$ cat src/rtl/mem_access_seq.sv
// Multicycle load/store sequencer between the datapath and word-wide memory.
// Sub-word stores use read-modify-write through the external ls/ss size units.
module mem_access_seq #(
  parameter int READ_LATENCY = 1
) (
  input  logic        clk,
  input  logic        reset,
  input  logic        start,
  input  logic [2:0]  op,
  input  logic [31:0] addr,
  input  logic [31:0] store_data,
  output logic        busy,
  output logic        done,
  output logic        err,
  output logic [31:0] load_data,
  output logic [31:0] mem_addr,
  output logic        mem_wr,
  output logic [31:0] mem_wdata,
  input  logic [31:0] mem_rdata,
  output logic [31:0] mdr_out,
  output logic [1:0]  ls_control,
  output logic [1:0]  ss_control,
  output logic [31:0] reg_b,
  input  logic [31:0] ls_result,
  input  logic [31:0] ss_result
);

  typedef enum logic [2:0] {IDLE, RD, EXT, WR, DONE} state_t;

  localparam logic [3:0] LAT = 4'(READ_LATENCY);

  state_t      state;
  logic [3:0]  cnt;
  logic [31:0] addr_q;
  logic [31:0] b_q;
  logic [31:0] mdr;
  logic [2:0]  op_q;

  always_ff @(posedge clk) begin
    if (reset) begin
      state     <= IDLE;
      cnt       <= '0;
      addr_q    <= '0;
      b_q       <= '0;
      mdr       <= '0;
      op_q      <= '0;
      load_data <= '0;
      busy      <= 1'b0;
      done      <= 1'b0;
      err       <= 1'b0;
      mem_wr    <= 1'b0;
    end else begin
      done <= 1'b0;
      err  <= 1'b0;
      case (state)
        IDLE: begin
          if (start) begin
            addr_q <= addr;
            op_q   <= op;
            b_q    <= store_data;
            busy   <= 1'b1;
            if (op[1:0] == 2'b11) begin
              state <= DONE;
              done  <= 1'b1;
              err   <= 1'b1;
            end else if (op[2] && op[1:0] == 2'b10) begin
              // Full-word store overwrites everything, so no read is needed
              state  <= WR;
              mem_wr <= 1'b1;
            end else begin
              state <= RD;
              cnt   <= LAT;
            end
          end
        end
        RD: begin
          cnt <= cnt - 4'd1;
          if (cnt == 4'd1) begin
            mdr <= mem_rdata;
            if (op_q[2]) begin
              state  <= WR;
              mem_wr <= 1'b1;
            end else begin
              state <= EXT;
            end
          end
        end
        EXT: begin
          load_data <= ls_result;
          state     <= DONE;
          done      <= 1'b1;
        end
        WR: begin
          mem_wr <= 1'b0;
          state  <= DONE;
          done   <= 1'b1;
        end
        DONE: begin
          state <= IDLE;
          busy  <= 1'b0;
        end
        default: begin
          state  <= IDLE;
          busy   <= 1'b0;
          mem_wr <= 1'b0;
        end
      endcase
    end
  end

  // Write data is forced to zero outside WR so the bus is quiet when idle
  assign mem_wdata  = mem_wr ? ss_result : '0;
  assign mem_addr   = addr_q;
  assign mdr_out    = mdr;
  assign reg_b      = b_q;
  assign ls_control = op_q[1:0];
  assign ss_control = op_q[1:0];

endmodule

$ cat config.mk
export PLATFORM = sky130hd
export DESIGN_NAME = mem_access_seq
export DESIGN_NICKNAME = d
export VERILOG_FILES = /design/src/rtl/mem_access_seq.sv
export SDC_FILE = /design/constraint.sdc
export NUM_CORES = 1
export LEC_CHECK = 0
export BUFFER_PORTS_ARGS = -buffer_cell sky130_fd_sc_hd__buf_2
export CAP_MARGIN = 20
export CORE_ASPECT_RATIO = 0.7
export CORE_UTILIZATION = 25
export CTS_BUF_LIST = sky130_fd_sc_hd__clkbuf_16
export DETAILED_ROUTE_END_ITERATION = 8
export SETUP_SLACK_MARGIN = 0.02
export SLEW_MARGIN = 20
export SYNTH_ARGS = -nofsm -noshare
export SYNTH_HDL_FRONTEND = slang
export SYNTH_SLANG_ARGS = --single-unit
export TNS_END_PERCENT = 5
$ cat constraint.sdc
create_clock -name clk -period 1.95 [get_ports clk]
set_input_delay 0.2925 -clock clk [delete_from_list [all_inputs] [get_ports clk]]
set_output_delay 0.2925 -clock clk [all_outputs]
set_load 0.05 [all_outputs]
# Word level (Yosys, flattened, before mapping)
# Cells that the tools add are included.
# totals
wordCells	63
out_inout_bits	168
register_bits	142
# op_classes
add_sub_neg	1
eq_ne	13
bitwise	3
mux	22
n_reduce_logical	13
# ops
operator	count
2-to-1 mux 32 bit	1
2-to-1 mux 4 bit	3
inequality test 2 bit (second input constant)	6
2-to-1 mux 1 bit	9
2-to-1 mux 3 bit	3
one-hot mux 3 bit (3 select lines)	1
one-hot mux 4 bit (2 select lines)	1
AND reduction 2 bit	4
equality test 3 x 2 -> 1 bit (second input constant)	2
AND reduction 6 bit	1
OR reduction 2 bit	3
equality test 2 bit (second input constant)	2
equality test 4 x 1 -> 1 bit (second input constant)	1
one-hot mux 1 bit (2 select lines)	2
AND reduction 4 bit	1
subtractor 4 x 1 -> 4 bit (second input constant)	1
equality test 3 x 1 -> 1 bit (second input constant)	1
equality test 3 bit (second input constant)	1
zero test 3 bit	1
NOT 1 bit	3
one-hot mux 1 bit (3 select lines)	1
OR reduction 3 bit	1
2-to-1 mux 2 bit	1
nonzero test 2 bit	1
logical AND 1 bit	1

# Logic depth before layout (Yosys ltp)
# depth
word_depth	6
ltp_mapped	8

# Worst setup path before layout
# OpenSTA, ideal clock, no wires.
# synth_timing
path_type	register to output
start	reg mem_wr
end	out mem_wdata[10]
n_path_buf	1
stages_incl_launch_ff	3
slack_ns	0.293
arrival_time_ns	1.364
cell_sequence	dfxtp_1 > clkbuf_1 > and2_1
# synth_between
elab_chain_len	1
# synth_rtl
element	line	text
start: declaration	17	output logic mem_wr,
start signal: assignment	51	mem_wr <= 1'b0;
start signal: assignment	69	mem_wr <= 1'b1;
start signal: assignment	82	mem_wr <= 1'b1;
2-to-1 mux 32 bit	112	assign mem_wdata = mem_wr ? ss_result : '0;
end: declaration	18	output logic [31:0] mem_wdata,
# Every way passes these cells.

# Final worst setup path
# layout_timing
start	reg mem_wr
end	out mem_wdata[3]
# Same word-level chain as after synthesis.

==> results.sh <==
export IMPL_hold_ws_ns=0.112
export IMPL_fin_skew_ns=0.00899
export IMPL_crit_path_top_delay_cell="dfxtp_1"
export IMPL_yosysWarnings=0
export IMPL_initial_core_util_pct=25.6
export IMPL_final_setup_tns_ns=0
export IMPL_cap_violations=0
export IMPL_max_clock_freq_mhz=575
export IMPL_post_cts_resized=0
export IMPL_postCtsSetupRepairBufs=0
export IMPL_grt_pass1_vias=5150
export IMPL_fp_dieH_um=124
export IMPL_synthCells=680
export IMPL_powerDensity_nw_per_um2=1150
export IMPL_clock_sink_count=142
export IMPL_grt_total_usage_pct=15.6
export IMPL_drt_iter0_drc=260
export IMPL_antenna_cells=0
export IMPL_max_stage_delay_ns=0.30
export IMPL_worstPathArrival_ns=1.45
export IMPL_h_tree_depth=4
export IMPL_rows=44
export IMPL_hold_end="mem_addr[28]"
export IMPL_yosysUniqueCellTypes=32
export IMPL_grtUsageMet2_pct=24.6
export IMPL_worstRegToRegCells=6
export IMPL_wl_per_cell_um=13.7
export IMPL_drcViolationCount=0
export IMPL_vias=5503
export IMPL_peakVddDrop_mv=0.520
export IMPL_grt_max_degree=59
export IMPL_drive_gt1_share_pct=38.3
export IMPL_ios=334
export IMPL_nets=1156
export IMPL_ant_nets=0
export IMPL_synth_seq_cells=142
export IMPL_io_buffers=333
export IMPL_path_cells="buf_4 -> and2_1 -> buf_2"
export IMPL_status="complete, no violations"
export IMPL_cts_root_buf="clkbuf_16"
export IMPL_antenna_found_initial=0
export IMPL_synthFlopType="dfxtp_1"
export IMPL_finalSetupViolations=0
export IMPL_clkSlewWorstSetupHoldPaths_ns=0.07
export IMPL_die_w_um=176
export IMPL_cts_tree="built"
export IMPL_area_growth_pct=47.7
export IMPL_grt_pass1_wl_mm=26.5
export IMPL_path_buf_inv=2
export IMPL_maxSlewViolCount=0
export IMPL_place_congestion=0.889
export IMPL_routed_wirelength_mm=17.5
export IMPL_syn_area_um2=5310
export IMPL_holdBufCountCts=0
export IMPL_gr_usage_met3_pct=6.59
export IMPL_tightestPinTransition_ns=0.457
export IMPL_required_ns=1.66
export IMPL_overflow=0
export IMPL_top_usage_layer="met2"
export IMPL_path_delay_family="buffers and inverters"
export IMPL_worst_slack_ns=0.211
export IMPL_cts_buffers=17
export IMPL_placed_area_um2=7200
export IMPL_fin_area_um2=7840
export IMPL_synth_edf_count=0
export IMPL_maxSlewHeadroom_pct=69.6
export IMPL_min_from="addr[28]"
export IMPL_synth_async_reset_ratio_pct=0
export IMPL_rsz0062_at_grt="false"
export IMPL_hold_depth=3
export IMPL_period_minus_slack_ns=1.74
export IMPL_clk_path_buf_depth=2
export IMPL_dr_pass1_iters=4
export IMPL_worstSetupPathType="reg -> out"
export IMPL_reg2reg_slack_ns=0.29
export IMPL_r2r_end="mem_wr"
export IMPL_period_share_pct=89.2
export IMPL_r2r_start="cnt[1]"
export IMPL_fp_dieArea_um2=21800
export IMPL_hpwl_mm=12.5
export IMPL_synth_area_per_cell_um2=7.81
export IMPL_insertion_delay_ns=0.41
export IMPL_place_ws_ns=0.301
export IMPL_synth_seq_area_share_pct=53.5
export IMPL_routed_via_density=4.31
export IMPL_core_region_area_um2=20800
export IMPL_use_met1_pct=19.0
export IMPL_min_path_type="in -> reg"
export IMPL_hold_viol_final=0
export IMPL_critPathLaunchType="flop"
export IMPL_cp_depth=3
export IMPL_syn_num_nets=848
export IMPL_cp_max_fo=34
export IMPL_crit_path_end_kind="output port"
export IMPL_p_leak_nw=3.73
[state kept, by name, indices dropped and copies added, names as in the netlist]
register / flops
busy: 1
cnt: 4
done: 1
err: 1
load_data: 32
mdr_out: 32
mem_addr: 32
mem_wr: 1
op_q: 3
reg_b: 32
state: 3
[cell type report]
class | instances | area [um^2]
Clock inverter | 15 | 210
Tap cell | 276 | 345
Timing Repair Buffer | 345 | 1820
Inverter | 4 | 15.0
Sequential cell | 142 | 2840
Clock buffer | 17 | 425
Fill cell | 2236 | 12900
Multi-Input combinational cell | 478 | 2180
[stage by stage]
stage                     instances  utilization, %  power [mW]
after floorplan                 680               -        4.97
after global placement         1245            34.7        5.59
after detailed placement       1245            34.7        5.61
after CTS                      1277            37.8        9.21
after global routing           1277            37.8        9.51
final                          1277            37.8        9.05
[cells by family after synthesis]
kind of cell    count (synthesis)  synth area share (%)
buf+inv                        60                  5.49
compound gates                147                  14.2
mux                             2                 0.495
simple gates                  327                  25.8
flops                         142                  53.5
fa+ha+maj                       2                 0.471
[routing by layer]
metal | vias up | wire length, um
met5 | - | 0
met1 | 2473 | 7630
met2 | 221 | 7850
li1 | 2788 | -
met4 | 0 | 299
met3 | 21 | 1690
[cell usage in the layout, fill, tap and decap left out, drive strengths merged]
master,n
nor3b,3
clkinvlp,1
buf,345
a21oi,141
nor3,4
mux2,2
nor2b,1
nand4,1
and2,35
bufinv,4
nand3,1
ha,2
o21ai,2
dfxtp,142
nor4,1
nand2,265
o22a,1
inv,12
o221ai,1
clkbuf,17
a221oi,1
clkinv,2
a31oi,1
or3b,1
nand2b,3
nor2,11
nand3b,1
[Yosys cell counts, types with 2 or more instances]
cell type,count,area [um^2]
nor2_1,11,41.3
clkbuf_1,28,105
and2_1,35,219
dfxtp_1,142,2840
a21oi_1,140,701
nand2b_1,3,18.8
nor3b_2,2,25.0
buf_1,3,11.3
buf_4,9,67.6
buf_6,2,22.5
nand2_1,265,995
buf_2,14,70.1
ha_1,2,25.0
inv_1,4,15.0
nor3_1,3,15.0
[worst max-delay path by stage]
stage | end | slack, ns | from
6_report | mem_wdata[3] | 0.21 | mem_wr
5_1_grt | mem_wdata[17] | 0.11 | mem_wr
4_1_cts | mem_wdata[3] | 0.17 | mem_wr
3_5_place_dp | mem_wr | 0.30 | cnt[1]
3_3_place_gp | mem_wr | 0.32 | cnt[1]
2_1_floorplan | mem_wdata[10] | 0.29 | mem_wr
[where the power goes]
group | internal [mW] | switching (mW)
clock network | 2.17 | 1.36
logic | 0.604 | 1.66
registers | 3.13 | 0.125
total | 5.91 | 3.15
[worst reg2reg max path, stage by stage, from the launching register on]
cell and delay, ns:
dfxtp_1 0.32, inv_1 0.08, ha_1 0.14, nor3b_2 0.30, a21oi_2 0.10, a221oi_1 0.29
mux2_4 0.33
No activity file was read; power rests on OpenSTA's default activity.
